===== src/rtl/acq_burst_seq.sv =====
// Acquisition sequencer: a synchronised start edge launches NBURST bursts of DLEN
// FIFO-gated beats, with an initial DELAY and GAP idle cycles between bursts.
module acq_burst_seq #(
    parameter int unsigned CNT_W    = 32,
    parameter int unsigned NB_W     = 8,
    parameter int unsigned SYNC_LEN = 2
) (
    input  logic             CLK,
    input  logic             RST_N,
    input  logic             ASYNC_START,
    input  logic             ABORT,
    input  logic             FIFO_VALID,
    input  logic [CNT_W-1:0] DLEN,
    input  logic [CNT_W-1:0] DELAY,
    input  logic [CNT_W-1:0] GAP,
    input  logic [NB_W-1:0]  NBURST,
    output logic             SYNC_READY,
    output logic             OUT_VALID,
    output logic             DONE,
    output logic             BUSY,
    output logic [NB_W-1:0]  BURST_IDX,
    output logic             ERR
);

    localparam logic [2:0] S_IDLE = 3'd0;
    localparam logic [2:0] S_ARM  = 3'd1;
    localparam logic [2:0] S_DLY  = 3'd2;
    localparam logic [2:0] S_RUN  = 3'd3;
    localparam logic [2:0] S_GAP  = 3'd4;
    localparam logic [2:0] S_FIN  = 3'd5;

    logic [SYNC_LEN-1:0] sync_q;
    logic                sync_d;
    logic                start_edge;

    logic [CNT_W-1:0] dlen_q1, dlen_q2, delay_q1, delay_q2, gap_q1, gap_q2;
    logic [NB_W-1:0]  nburst_q1, nburst_q2;
    logic [CNT_W-1:0] dlen_s, delay_s, gap_s;
    logic [NB_W-1:0]  nburst_s;

    logic [2:0]       state, state_nx;
    logic [CNT_W-1:0] cnt, cnt_nx;
    logic [CNT_W-1:0] beat, beat_nx;
    logic [NB_W-1:0]  idx, idx_nx;
    logic             sync_ready, sync_ready_nx;
    logic             done, done_nx;
    logic             busy, busy_nx;
    logic             err, err_nx;
    logic             cfg_ld;
    logic             abort_act;

    // Chain resets to all-ones so a start level held across reset release is not an edge
    always_ff @(posedge CLK or negedge RST_N) begin
        if (!RST_N) begin
            sync_q <= '1;
            sync_d <= 1'b1;
        end else begin
            sync_q <= {sync_q[SYNC_LEN-2:0], ASYNC_START};
            sync_d <= sync_q[SYNC_LEN-1];
        end
    end

    assign start_edge = sync_q[SYNC_LEN-1] & ~sync_d;

    // Two-stage registration of quasi-static config, then shadow capture on accepted start
    always_ff @(posedge CLK or negedge RST_N) begin
        if (!RST_N) begin
            dlen_q1   <= '0;
            dlen_q2   <= '0;
            delay_q1  <= '0;
            delay_q2  <= '0;
            gap_q1    <= '0;
            gap_q2    <= '0;
            nburst_q1 <= '0;
            nburst_q2 <= '0;
            dlen_s    <= '0;
            delay_s   <= '0;
            gap_s     <= '0;
            nburst_s  <= '0;
        end else begin
            dlen_q1   <= DLEN;
            dlen_q2   <= dlen_q1;
            delay_q1  <= DELAY;
            delay_q2  <= delay_q1;
            gap_q1    <= GAP;
            gap_q2    <= gap_q1;
            nburst_q1 <= NBURST;
            nburst_q2 <= nburst_q1;
            if (cfg_ld) begin
                dlen_s   <= dlen_q2;
                delay_s  <= delay_q2;
                gap_s    <= gap_q2;
                nburst_s <= nburst_q2;
            end
        end
    end

    assign abort_act = ABORT & ((state == S_ARM) | (state == S_DLY) |
                                (state == S_RUN) | (state == S_GAP));
    assign OUT_VALID = (state == S_RUN) & FIFO_VALID & ~ABORT;

    always_ff @(posedge CLK or negedge RST_N) begin
        if (!RST_N) begin
            state      <= S_IDLE;
            cnt        <= '0;
            beat       <= '0;
            idx        <= '0;
            sync_ready <= 1'b0;
            done       <= 1'b1;
            busy       <= 1'b0;
            err        <= 1'b0;
        end else begin
            state      <= state_nx;
            cnt        <= cnt_nx;
            beat       <= beat_nx;
            idx        <= idx_nx;
            sync_ready <= sync_ready_nx;
            done       <= done_nx;
            busy       <= busy_nx;
            err        <= err_nx;
        end
    end

    always_comb begin
        state_nx      = state;
        cnt_nx        = cnt;
        beat_nx       = beat;
        idx_nx        = idx;
        sync_ready_nx = sync_ready;
        done_nx       = done;
        busy_nx       = busy;
        err_nx        = err;
        cfg_ld        = 1'b0;

        if (abort_act) begin
            state_nx = S_FIN;
            cnt_nx   = '0;
            beat_nx  = '0;
        end else begin
            case (state)
                S_IDLE: begin
                    if (start_edge) begin
                        if ((dlen_q2 == '0) || (nburst_q2 == '0)) begin
                            err_nx = 1'b1;
                        end else begin
                            err_nx        = 1'b0;
                            done_nx       = 1'b0;
                            busy_nx       = 1'b1;
                            sync_ready_nx = 1'b1;
                            idx_nx        = '0;
                            cnt_nx        = '0;
                            beat_nx       = '0;
                            cfg_ld        = 1'b1;
                            state_nx      = S_ARM;
                        end
                    end
                end
                S_ARM: begin
                    if (FIFO_VALID) begin
                        cnt_nx   = '0;
                        beat_nx  = '0;
                        state_nx = (delay_s == '0) ? S_RUN : S_DLY;
                    end
                end
                S_DLY: begin
                    if (cnt == delay_s - CNT_W'(1)) begin
                        cnt_nx   = '0;
                        state_nx = S_RUN;
                    end else begin
                        cnt_nx = cnt + CNT_W'(1);
                    end
                end
                S_RUN: begin
                    if (OUT_VALID) begin
                        if (beat == dlen_s - CNT_W'(1)) begin
                            beat_nx = '0;
                            if (idx == nburst_s - NB_W'(1)) begin
                                state_nx = S_FIN;
                            end else begin
                                idx_nx = idx + NB_W'(1);
                                if (gap_s != '0) begin
                                    cnt_nx        = '0;
                                    sync_ready_nx = 1'b0;
                                    state_nx      = S_GAP;
                                end
                            end
                        end else begin
                            beat_nx = beat + CNT_W'(1);
                        end
                    end
                end
                S_GAP: begin
                    if (cnt == gap_s - CNT_W'(1)) begin
                        cnt_nx        = '0;
                        sync_ready_nx = 1'b1;
                        state_nx      = S_RUN;
                    end else begin
                        cnt_nx = cnt + CNT_W'(1);
                    end
                end
                S_FIN: begin
                    sync_ready_nx = 1'b0;
                    busy_nx       = 1'b0;
                    done_nx       = 1'b1;
                    cnt_nx        = '0;
                    beat_nx       = '0;
                    state_nx      = S_IDLE;
                end
                default: begin
                    state_nx = S_IDLE;
                end
            endcase
        end
    end

    assign SYNC_READY = sync_ready;
    assign DONE       = done;
    assign BUSY       = busy;
    assign BURST_IDX  = idx;
    assign ERR        = err;

endmodule


===== config.mk =====
export PLATFORM = sky130hd
export DESIGN_NAME = acq_burst_seq
export DESIGN_NICKNAME = d
export VERILOG_FILES = /design/src/rtl/acq_burst_seq.sv
export SDC_FILE = /design/constraint.sdc
export NUM_CORES = 1
export LEC_CHECK = 0
export CORE_MARGIN = 4
export CORE_UTILIZATION = 60
export CTS_CLUSTER_DIAMETER = 80
export DETAILED_ROUTE_END_ITERATION = 8
export GPL_ROUTABILITY_DRIVEN = 0
export PLACE_DENSITY = 0.81
export SYNTH_ARGS = -nofsm -noshare
export SYNTH_HDL_FRONTEND = slang
export SYNTH_SLANG_ARGS = --single-unit
export TNS_END_PERCENT = 100

===== constraint.sdc =====
create_clock -name CLK -period 8.7 [get_ports CLK]
set_input_delay 1.74 -clock CLK [delete_from_list [all_inputs] [get_ports CLK]]
set_output_delay 1.74 -clock CLK [all_outputs]
set_load 0.02 [all_outputs]

# Word-level counts from Yosys, hierarchy flattened
# Index checks and enable logic that the tools add are counted.
# W data, S select, Z words.
[word_totals]
reg_bits = 394
output_inout_bits = 13
[op_classes]
n_addsub = 7
n_eq_ne = 26
mux = 50
bitwise = 10
reduce_logical = 18
[op_table]
columns = ["op", "count"]
rows = [
  ["$mux W32", 13],
  ["$pmux W32 S6", 1],
  ["$pmux W32 S4", 1],
  ["$eq A32 B32 Y1", 3],
  ["$sub A32 B1 Y32 const B", 3],
  ["$add A32 B1 Y32 const B", 2],
  ["$logic_not A32 Y1", 2],
  ["$mux W8", 5],
  ["$reduce_bool A32 Y1", 1],
  ["$mux W3", 10],
  ["$pmux W8 S2", 1],
  ["$reduce_and A8 Y1", 2],
  ["$mux W1", 15],
  ["$ne A3 B3 Y1 const B", 5],
  ["$pmux W3 S5", 1],
  ["$ne A3 B2 Y1 const B", 4],
  ["$reduce_and A9 Y1", 1],
  ["$add A8 B1 Y8 const B", 1],
  ["$eq A8 B8 Y1", 1],
  ["$logic_not A8 Y1", 1],
  ["$ne A2 B2 Y1 const B", 4],
  ["$sub A8 B1 Y8 const B", 1],
  ["$reduce_and A7 Y1", 1],
  ["$reduce_bool A7 Y1", 1],
  ["18 further kinds", 31],
]

# Logic depth before layout (Yosys ltp)
[depth]
ltp_word = 7
ltp_mapped = 15

# Worst setup path before layout
# Ideal clock, no wire load.
[synth_timing]
path_type = "register to register"
start = "register dlen_s[0]"
end = "register cnt[5]"
setup_time_ps = 129
arrival_ps = 3738
slack_ps = 4833
stages_incl_launch_ff = 15
n_path_buf = 2
path_cell_list = "dfrtp_1 > inv_1 > ha_1 > or3b_2 > xnor2_1 > or3_1 > a2111oi_0 > nand4_1 > or3_1 > o21a_1 > buf_2 > or3_1 > buf_2 > a311oi_1 > a21oi_1"
[synth_between]
elab_chain_len = 4
[synth_rtl]
columns = ["element", "line_no", "source"]
rows = [
  ["start: declaration", "38", "logic [CNT_W-1:0] dlen_s, delay_s, gap_s;"],
  ["start signal: assignment", "90", "dlen_s <= dlen_q2;"],
  ["$sub A32 B1 Y32", "175", "if (beat == dlen_s - CNT_W'(1)) begin"],
  ["$eq A32 B32 Y1", "175", ""],
  ["$ne A3 B2 Y1 (no source line)", "-", ""],
  ["$reduce_and A8 Y1 (no source line)", "-", ""],
  ["end signal: assignment", "114", "cnt <= cnt_nx;"],
  ["end: declaration", "42", "logic [CNT_W-1:0] cnt, cnt_nx;"],
]
# No other way between the ends.
# A chain may end at the register's enable or synchronous reset.

# Worst setup path in the final report
[layout_timing]
start = "input ABORT"
end = "output OUT_VALID"
[layout_between]
elab_chain_len = 2
[layout_rtl]
columns = ["element", "line_no", "source"]
rows = [
  ["start: declaration", "11", "input logic ABORT,"],
  ["$not A1 Y1", "100", "assign OUT_VALID = (state == S_RUN) & FIFO_VALID & ~ABORT;"],
  ["$and A1 B1 Y1", "100", ""],
  ["end: declaration", "18", "output logic OUT_VALID,"],
]
# No other way between the ends.

==> run summary <==
Pins Over Slew Limit = 0
Resized cells post-CTS = 0
Total track usage = 0.247
Most frequent cells in the layout = 390 x dfrtp_1, 369 x nand2_1, 120 x clkdlybuf4s50_1, 103 x nor2_1, 94 x xnor2_1
Cts hold-fix bufs = 0
Setup-failing EPs final = 0
Tmin final = 5470 ps
Detailed-route via count = 13300
Yosys cell types = 74
Final hold vios = 0
Initial antenna violation count = 1
Cell Chain, Critical Path = clkdlybuf4s50_1 -> nor2_1 -> nand2_1 -> inv_1 -> clkdlybuf4s50_1
Slowest Stage Delay on Critical Path = 850 ps
Area leader, netlist = dfrtp_1
ANT nets after route = 0
FMAX = 183 MHz
Required @ worst endpoint = 6960 ps
Critical path class = in2out
Post-Synth XOR/XNOR Area = 0.0772
RSZ-0062 raised after global routing = no
Final hold slack = 344 ps
Syn nets = 1876
Core area = 28800 um^2
Rel. slew slack = 0.328
Post-synthesis mux area share = 0.00763
Worst slew pin tran = 1010 ps
Avg Inst Size Synth = 9.97 um^2
Ranking of synthesized cells by area = dfrtp_1 56%, nand2_1 7.9%, xnor2_1 4.7%, xor2_1 2.9%, nor2_1 2.2%
Largest family of logic cells by synthesized area = simple AND/OR/NAND/NOR gates
Initial core utilization = 0.610
Reg clk slew, reported paths = 60 ps
Cells after Synth = 1760
Seq cells post-synth = 394
PD cells = 302 nW/um^2
CP startpoint kind = primary input
Drt pass-1 iters = 5
Vias in the first global route = 13000
WL per Instance = 17.4 um
Clock latency on the worst-skew pair = 540 ps
Post-Layout Cell Count = 2255
Area Growth Syn to Fin = 15.9%
Total CTS buffers = 40
CTS sink cnt = 394
Gr ovfl total = 0
Full die area = 32000 um^2
Placed Cells = 2181
PnR worst setup slack = 3230 ps
Number of synthesis warnings = 0
Layout cells sized above 1 = 0.0615
EDFF count, synth = 0
Worst Hold Class = reg2reg
Crit path DAT = 3730 ps
Largest net degree at the start of global routing = 172
Largest fanout on the critical path = 22
Clk buf depth = 3
Ys flop type = dfrtp_1
Compound-Gate Fraction of Synth Area = 0.0811
Fin crit share = 0.629
Number of fill cells in the layout = 2056
Starting DRT DRC Count = 1236
Die height = 179 um
Clk root buf = clkbuf_16
Worst Setup End Kind = output port
Post-Synth Adder-Cell Area = 0.00499
PortBufs = 121
Post-layout nets = 1955
Outcome = completed
Ant diodes = 0
Leakage = 0.00881 uW
Total of max-cap violations = 0
Final HPWL from detailed placement = 26700 um
Synthesized cell area = 17500 um^2
CP max-delay cell = clkdlybuf4s50_1
CTS tree = done
Synth top area share = 0.556
Io pins = 122
Register area share after synthesis = 0.562
Setup repair bufs after CTS = 0
DRT Wirelength = 39200 um
Max H-tree Level = 2
Worst vdd ir = 0.193 mV
TNS Setup = 0 ps
Die X = 179 um
Post-synth ARST share = 1.00
Global-route wire length before repair = 64000 um
Via density = 5.89
Place WS = 3270 ps
Crit path top cell by count = clkdlybuf4s50_1
Commonest non-fill, non-tap cell in the layout = dfrtp_1
# DRC = 0
Worst Skew = 13.1 ps
Post-Synth Simple-Gate Area = 0.235
Core Rows = 62
## metal layers
metal  track usage  vias up  wire length (um)
met5             0        -                 0
met4        0.0745        0              1120
met3        0.0453      102              3090
met2         0.383      512             17800
met1         0.360     6411             17200
li1              -     6267                 -
## synthesized netlist by cell type (10+ instances only)
cell type and n:
inv_1 41, a31oi_1 33, and3_1 22, nor4_1 48, a21oi_1 20, o211ai_1 21
xnor2_1 94, a21o_1 10, nor3_1 55, nor2_1 103, nand2_1 369, o21ai_0 61
clkbuf_1 70, dfrtp_1 390, nand4_1 28, mux2i_1 10, and4_1 10, or3_1 26
nor2b_1 14, nand3_1 73, or4_1 31, o31ai_1 10, xor2_1 58
## cells by family after synthesis
family	Yosys count
compound gates	216
xor+xnor	153
fa+ha+maj	7
buf+inv	135
flops	394
mux	13
simple gates	842
## report_power, final
part | switching (uW) | internal [uW]
registers | 448 | 2130
logic | 1030 | 745
clock network | 712 | 1080
## critical path: cells and delay by family
family	cells	cell delay [ps]
buf+inv	3	1580
simple gates	2	410
## final cells by class
class / instances / area [um^2] / area share
multi-input cells: 1231 / 7120 / 0.350
flip-flops and latches: 394 / 9860 / 0.485
clock buffers: 51 / 1130 / 0.0558
well taps: 384 / 480 / 0.0236
repair buffers: 130 / 1300 / 0.0638
clock inverters: 23 / 278 / 0.0137
inverters: 42 / 159 / 0.00782
## through the flow
stage	power (uW)	area, um^2	util
finish	6140	20300	0.706
global route	6510	20300	0.706
CTS	6150	20300	0.706
detailed placement	4330	18900	0.657
global placement	4250	18900	0.657
floorplan	3850	17500	-
## final timing paths
check                                  startpoint                     end  slack [ps]  depth (start not counted)
max in group asynchronous                   RST_N   dlen_q2[13]$_DFF_PN0_        6210                          2
min reg2reg                delay_q1[21]$_DFF_PN0_  delay_q2[21]$_DFF_PN0_         340                          0
max                                         ABORT               OUT_VALID        3230                          5
min in group asynchronous                   RST_N    gap_q1[21]$_DFF_PN0_        1130                          1
max reg2reg                 dlen_s[0]$_DFFE_PN0P_     cnt[11]$_DFFE_PN0P_        3540                         12
min                        delay_q1[21]$_DFF_PN0_  delay_q2[21]$_DFF_PN0_         340                          0
(Power assumes the default switching activity.)
